--- src/rtl/instruction_fetch_pkg.sv ---
// Shared CPU definitions: instruction word type, field positions and opcodes.
// Imported by the fetch unit and by the control unit that consumes OPCODE.
package instruction_fetch_pkg;

   typedef logic [15:0] instr_t;

   localparam int OPCODE_HI = 15;
   localparam int OPCODE_LO = 12;
   localparam int RS_HI     = 11;
   localparam int RS_LO     = 10;
   localparam int RT_HI     = 9;
   localparam int RT_LO     = 8;
   localparam int RD_HI     = 7;
   localparam int RD_LO     = 6;
   localparam int FUNCT_HI  = 5;
   localparam int FUNCT_LO  = 0;
   localparam int IMM_HI    = 7;
   localparam int IMM_LO    = 0;

   localparam logic [3:0] OP_RTYPE = 4'b0000;
   localparam logic [3:0] OP_ADDI  = 4'b0100;
   localparam logic [3:0] OP_LW    = 4'b1100;
   localparam logic [3:0] OP_SW    = 4'b1101;
   localparam logic [3:0] OP_JMP   = 4'b1110;
   localparam logic [3:0] OP_BEQ   = 4'b1111;

   function automatic logic [7:0] imm_of(input instr_t instr);
      return instr[IMM_HI:IMM_LO];
   endfunction

endpackage

--- src/rtl/instruction_fetch_fetch_buffer.sv ---
// Two-entry skid queue: instruction register (IR) in front of a one-entry
// prefetch buffer (PB). Flush empties both entries and drops a same-cycle push.
module fetch_buffer
   import instruction_fetch_pkg::*;
#(
   parameter int PC_W = 8
) (
   input  logic            clk,
   input  logic            rst_n,
   input  logic            flush,
   input  logic            push,
   input  instr_t          push_instr,
   input  logic [PC_W-1:0] push_pc,
   input  logic            pop,
   output logic            ir_valid,
   output instr_t          ir_instr,
   output logic [PC_W-1:0] ir_pc,
   output logic            pb_valid
);

   logic            ir_valid_reg, ir_valid_next;
   instr_t          ir_instr_reg, ir_instr_next;
   logic [PC_W-1:0] ir_pc_reg, ir_pc_next;
   logic            pb_valid_reg, pb_valid_next;
   instr_t          pb_instr_reg, pb_instr_next;
   logic [PC_W-1:0] pb_pc_reg, pb_pc_next;

   always_comb begin
      ir_valid_next = ir_valid_reg;
      ir_instr_next = ir_instr_reg;
      ir_pc_next    = ir_pc_reg;
      pb_valid_next = pb_valid_reg;
      pb_instr_next = pb_instr_reg;
      pb_pc_next    = pb_pc_reg;
      if (flush) begin
         ir_valid_next = 1'b0;
         pb_valid_next = 1'b0;
      end else if (pop) begin
         if (pb_valid_reg) begin
            ir_valid_next = 1'b1;
            ir_instr_next = pb_instr_reg;
            ir_pc_next    = pb_pc_reg;
            pb_valid_next = push;
            pb_instr_next = push_instr;
            pb_pc_next    = push_pc;
         end else if (push) begin
            // response lands straight in IR: no bubble behind the consumed word
            ir_valid_next = 1'b1;
            ir_instr_next = push_instr;
            ir_pc_next    = push_pc;
         end else begin
            ir_valid_next = 1'b0;
         end
      end else if (push) begin
         if (!ir_valid_reg) begin
            ir_valid_next = 1'b1;
            ir_instr_next = push_instr;
            ir_pc_next    = push_pc;
         end else begin
            pb_valid_next = 1'b1;
            pb_instr_next = push_instr;
            pb_pc_next    = push_pc;
         end
      end
   end

   always_ff @(posedge clk) begin
      if (!rst_n) begin
         ir_valid_reg <= 1'b0;
         ir_instr_reg <= '0;
         ir_pc_reg    <= '0;
         pb_valid_reg <= 1'b0;
         pb_instr_reg <= '0;
         pb_pc_reg    <= '0;
      end else begin
         ir_valid_reg <= ir_valid_next;
         ir_instr_reg <= ir_instr_next;
         ir_pc_reg    <= ir_pc_next;
         pb_valid_reg <= pb_valid_next;
         pb_instr_reg <= pb_instr_next;
         pb_pc_reg    <= pb_pc_next;
      end
   end

   // Fetch is paused while PB holds a word, so a push can never meet a full PB.
   always_ff @(posedge clk) begin
      if (rst_n && push) begin
         assert (!pb_valid_reg);
      end
   end

   assign ir_valid = ir_valid_reg;
   assign ir_instr = ir_instr_reg;
   assign ir_pc    = ir_pc_reg;
   assign pb_valid = pb_valid_reg;

endmodule

--- src/rtl/instruction_fetch.sv ---
// Instruction fetch: owns the fetch PC, keeps one memory read in flight,
// applies taken-branch redirects and presents the decoded IR to the core.
module instruction_fetch
   import instruction_fetch_pkg::*;
#(
   parameter int              PC_W     = 8,
   parameter logic [PC_W-1:0] RESET_PC = '0
) (
   input  logic            clk,
   input  logic            rst_n,
   output logic            IMEM_REQ,
   output logic [PC_W-1:0] IMEM_ADDR,
   input  logic            IMEM_VALID,
   input  logic [15:0]     IMEM_DATA,
   output logic            INSTR_VALID,
   input  logic            INSTR_READY,
   output logic [3:0]      OPCODE,
   output logic [1:0]      RS,
   output logic [1:0]      RT,
   output logic [1:0]      RD,
   output logic [5:0]      FUNCT,
   output logic [7:0]      IMM,
   output logic [PC_W-1:0] ISSUE_PC,
   input  logic            BR_TAKEN
);

   logic [PC_W-1:0] fpc_reg, fpc_next;
   logic [PC_W-1:0] pend_pc_reg, pend_pc_next;
   logic            out_reg, out_next;
   logic            disc_reg, disc_next;

   logic            ir_valid;
   logic            pb_valid;
   instr_t          ir_instr;
   logic [PC_W-1:0] ir_pc;

   logic            fire;
   logic            redirect;
   logic            push;
   logic [PC_W-1:0] imm_ext;
   logic [PC_W-1:0] branch_target;

   assign fire     = ir_valid & INSTR_READY;
   assign redirect = fire & BR_TAKEN;

   // A request is held back while a discarded read is still due, so the memory
   // never sees two reads in flight; on a redirect the request waits for the target.
   assign IMEM_REQ  = rst_n & ~out_reg & ~disc_reg & ~pb_valid & ~redirect;
   assign IMEM_ADDR = IMEM_REQ ? fpc_reg : '0;

   assign push = IMEM_VALID & ~disc_reg & ~redirect;

   assign imm_ext       = PC_W'($signed(imm_of(ir_instr)));
   assign branch_target = ir_pc + PC_W'(1) + imm_ext;

   always_comb begin
      fpc_next     = fpc_reg;
      pend_pc_next = pend_pc_reg;
      out_next     = out_reg;
      disc_next    = disc_reg;
      if (IMEM_VALID) begin
         out_next  = 1'b0;
         disc_next = 1'b0;
      end else if (redirect && out_reg) begin
         disc_next = 1'b1;
      end
      if (IMEM_REQ) begin
         out_next     = 1'b1;
         fpc_next     = fpc_reg + PC_W'(1);
         pend_pc_next = fpc_reg;
      end
      if (redirect) begin
         fpc_next = branch_target;
      end
   end

   always_ff @(posedge clk) begin
      if (!rst_n) begin
         fpc_reg     <= RESET_PC;
         pend_pc_reg <= '0;
         out_reg     <= 1'b0;
         // a read still in flight across reset must be dropped when it returns
         disc_reg    <= (out_reg | disc_reg) & ~IMEM_VALID;
      end else begin
         fpc_reg     <= fpc_next;
         pend_pc_reg <= pend_pc_next;
         out_reg     <= out_next;
         disc_reg    <= disc_next;
      end
   end

   fetch_buffer #(
      .PC_W (PC_W)
   ) u_fetch_buffer (
      .clk        (clk),
      .rst_n      (rst_n),
      .flush      (redirect),
      .push       (push),
      .push_instr (IMEM_DATA),
      .push_pc    (pend_pc_reg),
      .pop        (fire),
      .ir_valid   (ir_valid),
      .ir_instr   (ir_instr),
      .ir_pc      (ir_pc),
      .pb_valid   (pb_valid)
   );

   assign INSTR_VALID = ir_valid;
   assign OPCODE      = ir_instr[OPCODE_HI:OPCODE_LO];
   assign RS          = ir_instr[RS_HI:RS_LO];
   assign RT          = ir_instr[RT_HI:RT_LO];
   assign RD          = ir_instr[RD_HI:RD_LO];
   assign FUNCT       = ir_instr[FUNCT_HI:FUNCT_LO];
   assign IMM         = ir_instr[IMM_HI:IMM_LO];
   assign ISSUE_PC    = ir_pc;

endmodule

--- config.mk ---
export PLATFORM = sky130hd
export DESIGN_NAME = instruction_fetch
export DESIGN_NICKNAME = d
export VERILOG_FILES = /design/src/rtl/instruction_fetch_pkg.sv /design/src/rtl/instruction_fetch_fetch_buffer.sv /design/src/rtl/instruction_fetch.sv
export SDC_FILE = /design/constraint.sdc
export NUM_CORES = 1
export LEC_CHECK = 0
export CAP_MARGIN = 5
export CORE_UTILIZATION = 56
export CTS_CLUSTER_DIAMETER = 120
export DETAILED_ROUTE_END_ITERATION = 7
export GPL_TIMING_DRIVEN = 0
export PLACE_DENSITY = 0.85
export SYNTH_ARGS = -nofsm -noshare
export SYNTH_HDL_FRONTEND = slang
export SYNTH_SLANG_ARGS = --single-unit
--- constraint.sdc ---
create_clock -name clk -period 3.83 [get_ports clk]
set_input_delay 0.766 -clock clk [delete_from_list [all_inputs] [get_ports clk]]
set_output_delay 0.766 -clock clk [all_outputs]
set_load 0.005 [all_outputs]
## After elaboration in Yosys (flattened, before gate mapping)

Cells that the tools add are included.

- Flip-flop bits (word level): 68
- Latch bits: 0
- RAM bits: 0
- ROM bits: 0
- Input port bits: 21
- Output and inout port bits: 42
- Word-level logic and storage cells: 76
- Memories kept: 0

- Add/subtract/negate cells: 3
- Multiply operators: 0
- Divide/modulo/power cells: 0
- $lt $le $gt $ge: 0
- Eq/ne operators: 3
- Shifts and indexed selects: 0
- Multiplexer cells: 34
- Bitwise logic cells: 16
- Reductions and logical operators: 10

Operators with widths:

| operator | count |
|---|---|
| 16-bit 2-to-1 mux | 9 |
| 8-bit 2-to-1 mux | 12 |
| 8-bit by 1-bit adder with 8-bit output, second input constant | 2 |
| 1-bit 2-to-1 mux | 13 |
| 2-bit nonzero test | 5 |
| 1-bit bitwise AND | 9 |
| 8-bit adder | 1 |
| 4-bit AND reduction | 2 |
| 1-bit NOT | 6 |
| 3-bit by 1-bit != test with 1-bit output, second input constant | 1 |
| 2-bit by 1-bit != test with 1-bit output, second input constant | 1 |
| 2-bit != test, second input constant | 1 |
| 2-bit AND reduction | 1 |
| 2-bit OR reduction | 1 |
| 1-bit logical AND | 1 |
| 1-bit bitwise OR | 1 |

## Longest topological paths before layout

- Depth after elaboration: 7
- Depth in mapped cells: 8
- Mapped depth without buffers: 8

## Cells and area by module

From an unflattened synthesis, not the netlist that was laid out.

- Cells, all modules: 397
- Area total of the unflattened synthesis: 3616.0 sq um

By module, submodules not included:

| module | instances | cells an instance | area each (sq um) | seq. area each (sq um) |
|---|---|---|---|---|
| fetch_buffer | 1 | 259 | 2402.3 | 1001.0 |
| instruction_fetch | 1 | 138 | 1213.7 | 370.4 |

## Least setup slack after synthesis

No wires, ideal clock.

- Path type: input -> output
- Start: input rst_n
- End: output IMEM_ADDR[0]
- Data arrival time: 1.428 ns
- Required time: 3.064 ns
- Slack: 1.636 ns
- Stages on the path: 3
- Path buffers: 1
- Path through: nor4b_4 > buf_4 > and3_1

- Longest elaborated chain between the ends: 5

RTL lines:

| element | RTL line | RTL |
|---|---|---|
| start: declaration | instruction_fetch.sv:10 | `input logic rst_n,` |
| 1-bit bitwise AND (4 in a row) | instruction_fetch.sv:48 | `assign IMEM_REQ = rst_n & ~out_reg & ~disc_reg & ~pb_valid & ~redirect;` |
| 8-bit 2-to-1 mux | instruction_fetch.sv:49 | `assign IMEM_ADDR = IMEM_REQ ? fpc_reg : '0;` |
| end: declaration | instruction_fetch.sv:12 | `output logic [PC_W-1:0] IMEM_ADDR,` |

No other way between the ends.

## Final worst setup path

Ends and elaborated chain as after synthesis.

==> impl_metrics.py <==
metrics = {
    "finish": {
        "final_cell_area_sq_mm": 0.00425,
        "n_antenna_cell": 0,
        "area_delta_synth_final_pct": 26.3,
        "finalCoreUtilization_pct": 75.4,
        "drive_gt1_share_pct": 9.22,
        "fillCellCount": 433,
        "fin_nets": 439,
    },
    "power_and_ir_drop": {
        "p_int_mw": 1.18,
        "ir_worst_vdd_uv": 233,
        "power_frac_clock_pct": 33.7,
        "swShare_pct": 25.7,
        "power_density_mw_per_mm2": 374,
        "leakage_nw": 2.22,
        "p_comb_share_pct": 17.4,
        "seq_power_share_pct": 48.9,
        "p_sw_uw": 408,
    },
    "hold_path": {
        "hp-class": "reg2reg",
    },
    "route": {
        "wire_per_inst_um": 16.1,
        "vias": 2721,
        "wirelength_um": 7780,
        "drc_errors": 0,
        "ant_nets": 0,
        "vias_per_cell": 5.62,
        "drt_iter0_drc": 83,
        "drt-pass1-iter-count": 4,
    },
    "worst_setup_path": {
        "worstPathArrival_ps": 2670,
        "path_cells": "clkdlybuf4s50_1 -> nor4b_4 -> buf_4 -> and3_1 -> clkdlybuf4s50_1",
        "max_stage_delay_ps": 560,
        "cpMostUsedCell": "clkdlybuf4s50_1",
        "cp.required_ps": 3060,
        "critPathLaunchType": "primary input",
        "end_kind": "output pin",
        "crit_type": "in2out",
        "cp_max_fo": 10,
        "slowest_stage": "clkdlybuf4s50_1",
    },
    "yosys": {
        "syn-cell-area_sq_mm": 0.00337,
        "synthCells": 336,
        "ys_warn_count": 0,
        "yosysSeqAreaShare_pct": 40.7,
        "synth-seq-cells": 68,
        "synthesis.nets": 366,
        "postSynthAreaPerCell_sq_um": 10.0,
        "ys_types": 36,
    },
    "die": {
        "rows": 27,
        "start_util_pct": 59.7,
        "io_pins": 63,
        "die_h_um": 79.5,
        "die_w_um": 79.5,
        "dieArea_sq_mm": 0.00632,
        "core_area_sq_mm": 0.00564,
    },
    "timing": {
        "slew_headroom_pct": 56.5,
        "drv_slew": 0,
        "finClkSkew_ps": 3.98,
        "min_period_ps": 3440,
        "rsz0062_at_grt": "false",
        "hold_viol_final": 0,
        "tns_ps": 0,
        "finalCritPeriodShare_pct": 89.8,
        "max_freq_mhz": 291,
        "worstMarginPinSlew_ps": 653,
        "finalWorstSetupSlack_ps": 392,
        "setup_viol": 0,
    },
    "clock_tree": {
        "numCtsBuffers": 9,
        "clock_path_buffers": 2,
        "path_clk_slew_ps": 70,
        "clock-sinks": 68,
        "hold_buffers": 0,
        "clk_latency_ps": 340,
        "clock-root-buffer": "clkbuf_8",
        "cts_setup_buffers": 0,
        "cts_tree": "built",
        "cts.repair.resized": 0,
        "cts_max_level": 3,
    },
    "grt": {
        "antenna_found_initial": 0,
        "grt_max_degree": 11,
        "met3_usage_pct": 5.49,
        "busiest_layer": "met2",
        "met1_usage_pct": 32.6,
        "grt_usage_pct": 26.3,
        "met2_usage_pct": 43.8,
        "first_global_vias": 2717,
        "overflow": 0,
        "grt_first_pass_wirelength_um": 12600,
    },
    "place": {
        "dp_slack_ps": 421,
        "portBuffers": 62,
        "hpwl_um": 5580,
        "place.gp.congestion": 0.853,
        "placed_cell_area_sq_mm": 0.00408,
    },
    "run_status": {
        "status": "finished clean",
    },
    "flow_run": {
        "drv_cap": 0,
    },
}
worst max-delay path: cells and delay by family:
kind	cells	cell delay (ps)
buf+inv	3	1310
simple gates	2	590
area by class of cell:
cell class / instances / area, sq um / share of cell area, %
flip-flops and latches: 68 / 1370 / 32.3
inverters: 6 / 22.5 / 0.530
plain buffers: 28 / 186 / 4.38
repair buffers: 62 / 621 / 14.6
multi-input cells: 234 / 1790 / 42.0
clock buffers: 12 / 165 / 3.88
well taps: 72 / 90.1 / 2.12
clock inverters: 2 / 10.0 / 0.235
cell usage in the layout (no fill, tap or decap), types with 4 or more instances in the layout:
cell type	n
and3_1	11
a21oi_1	6
nor3_1	4
clkbuf_8	12
nor2_1	4
inv_1	6
buf_4	10
clkdlybuf4s50_1	62
mux2i_1	50
buf_2	5
nand2_1	38
dfxtp_1	67
nand2b_1	4
nor2b_1	26
and2_1	8
clkbuf_1	8
xor2_1	7
o21ai_0	5
o21a_1	13
o211a_1	26
buf_6	5
ha_1	8
power groups by stage:
stage / Clock, mW / Combinational (mW) / Sequential [mW]
after floorplan: 0 / 0.150 / 0.786
after global placement: 0 / 0.269 / 0.791
after detailed placement: 0 / 0.275 / 0.792
after CTS: 0.539 / 0.278 / 0.777
after global routing: 0.564 / 0.302 / 0.781
final: 0.536 / 0.276 / 0.777
cells in the mapped netlist:
cell / count / share of area [%]
or4_1: 1 / 0.22
nand3b_1: 2 / 0.45
nand3_2: 1 / 0.30
inv_1: 6 / 0.67
buf_2: 5 / 0.74
nor2b_1: 26 / 4.8
mux2i_1: 50 / 15
nor2_1: 4 / 0.45
nor3_1: 4 / 0.59
ha_1: 8 / 3.0
and4_1: 1 / 0.26
dfxtp_1: 67 / 40
o32ai_1: 3 / 0.78
nor4b_4: 1 / 0.71
nand4_1: 2 / 0.37
clkbuf_1: 8 / 0.89
nand3_1: 3 / 0.45
o31a_1: 1 / 0.26
edfxtp_1: 1 / 0.89
buf_4: 10 / 2.2
o21a_1: 13 / 2.9
a211oi_1: 1 / 0.22
o211a_1: 26 / 7.7
o22ai_1: 2 / 0.37
and2_1: 8 / 1.5
fa_1: 1 / 0.59
xnor2_1: 3 / 0.78
a21oi_1: 6 / 0.89
a221oi_4: 1 / 0.78
o21ai_0: 5 / 0.74
and3_1: 11 / 2.0
xor2_1: 7 / 1.8
nand2b_1: 4 / 0.74
nand2_2: 1 / 0.19
buf_6: 5 / 1.7
nand2_1: 38 / 4.2
final timing paths:
check	startpoint	to	slack [ps]	cells past startpoint
setup / recovery	rst_n	IMEM_ADDR[0]	390	5
hold / removal	u_fetch_buffer.ir_instr[9]$_SDFFE_PN0P_	u_fetch_buffer.ir_instr[9]$_SDFFE_PN0P_	510	1
setup reg to reg	u_fetch_buffer.ir_instr[0]$_SDFFE_PN0P_	fpc_reg[6]$_SDFFE_PN0P_	1820	8
hold reg to reg	u_fetch_buffer.ir_instr[9]$_SDFFE_PN0P_	u_fetch_buffer.ir_instr[9]$_SDFFE_PN0P_	510	1
routing by layer:
metal  wire length, um  vias up
met3               482       12
li1                  -     1320
met5                 0        -
met2              3700       84
met1              3480     1305
met4               114        0
cell families after synthesis:
logic type               count (synthesis)  share of synthesized area [%]
AND/OR/NAND/NOR                        107                           17.3
flip-flops                              68                           40.7
AO/OA/AOI/OAI                           58                           14.7
multiplexers                            50                           14.9
buffers and inverters                   34                           6.21
XOR/XNOR                                10                           2.60
adder cells (fa/ha/maj)                  9                           3.57
stage by stage:
stage          hold WS [ps]  std cells  total power, mW
2_1_floorplan           485        336            0.936
3_3_place_gp            479        470             1.06
3_5_place_dp            497        470             1.07
4_1_cts                 512        484             1.59
5_1_grt                 528        484             1.65
6_report                510        484             1.59
No activity file was read; power rests on OpenSTA's default activity.
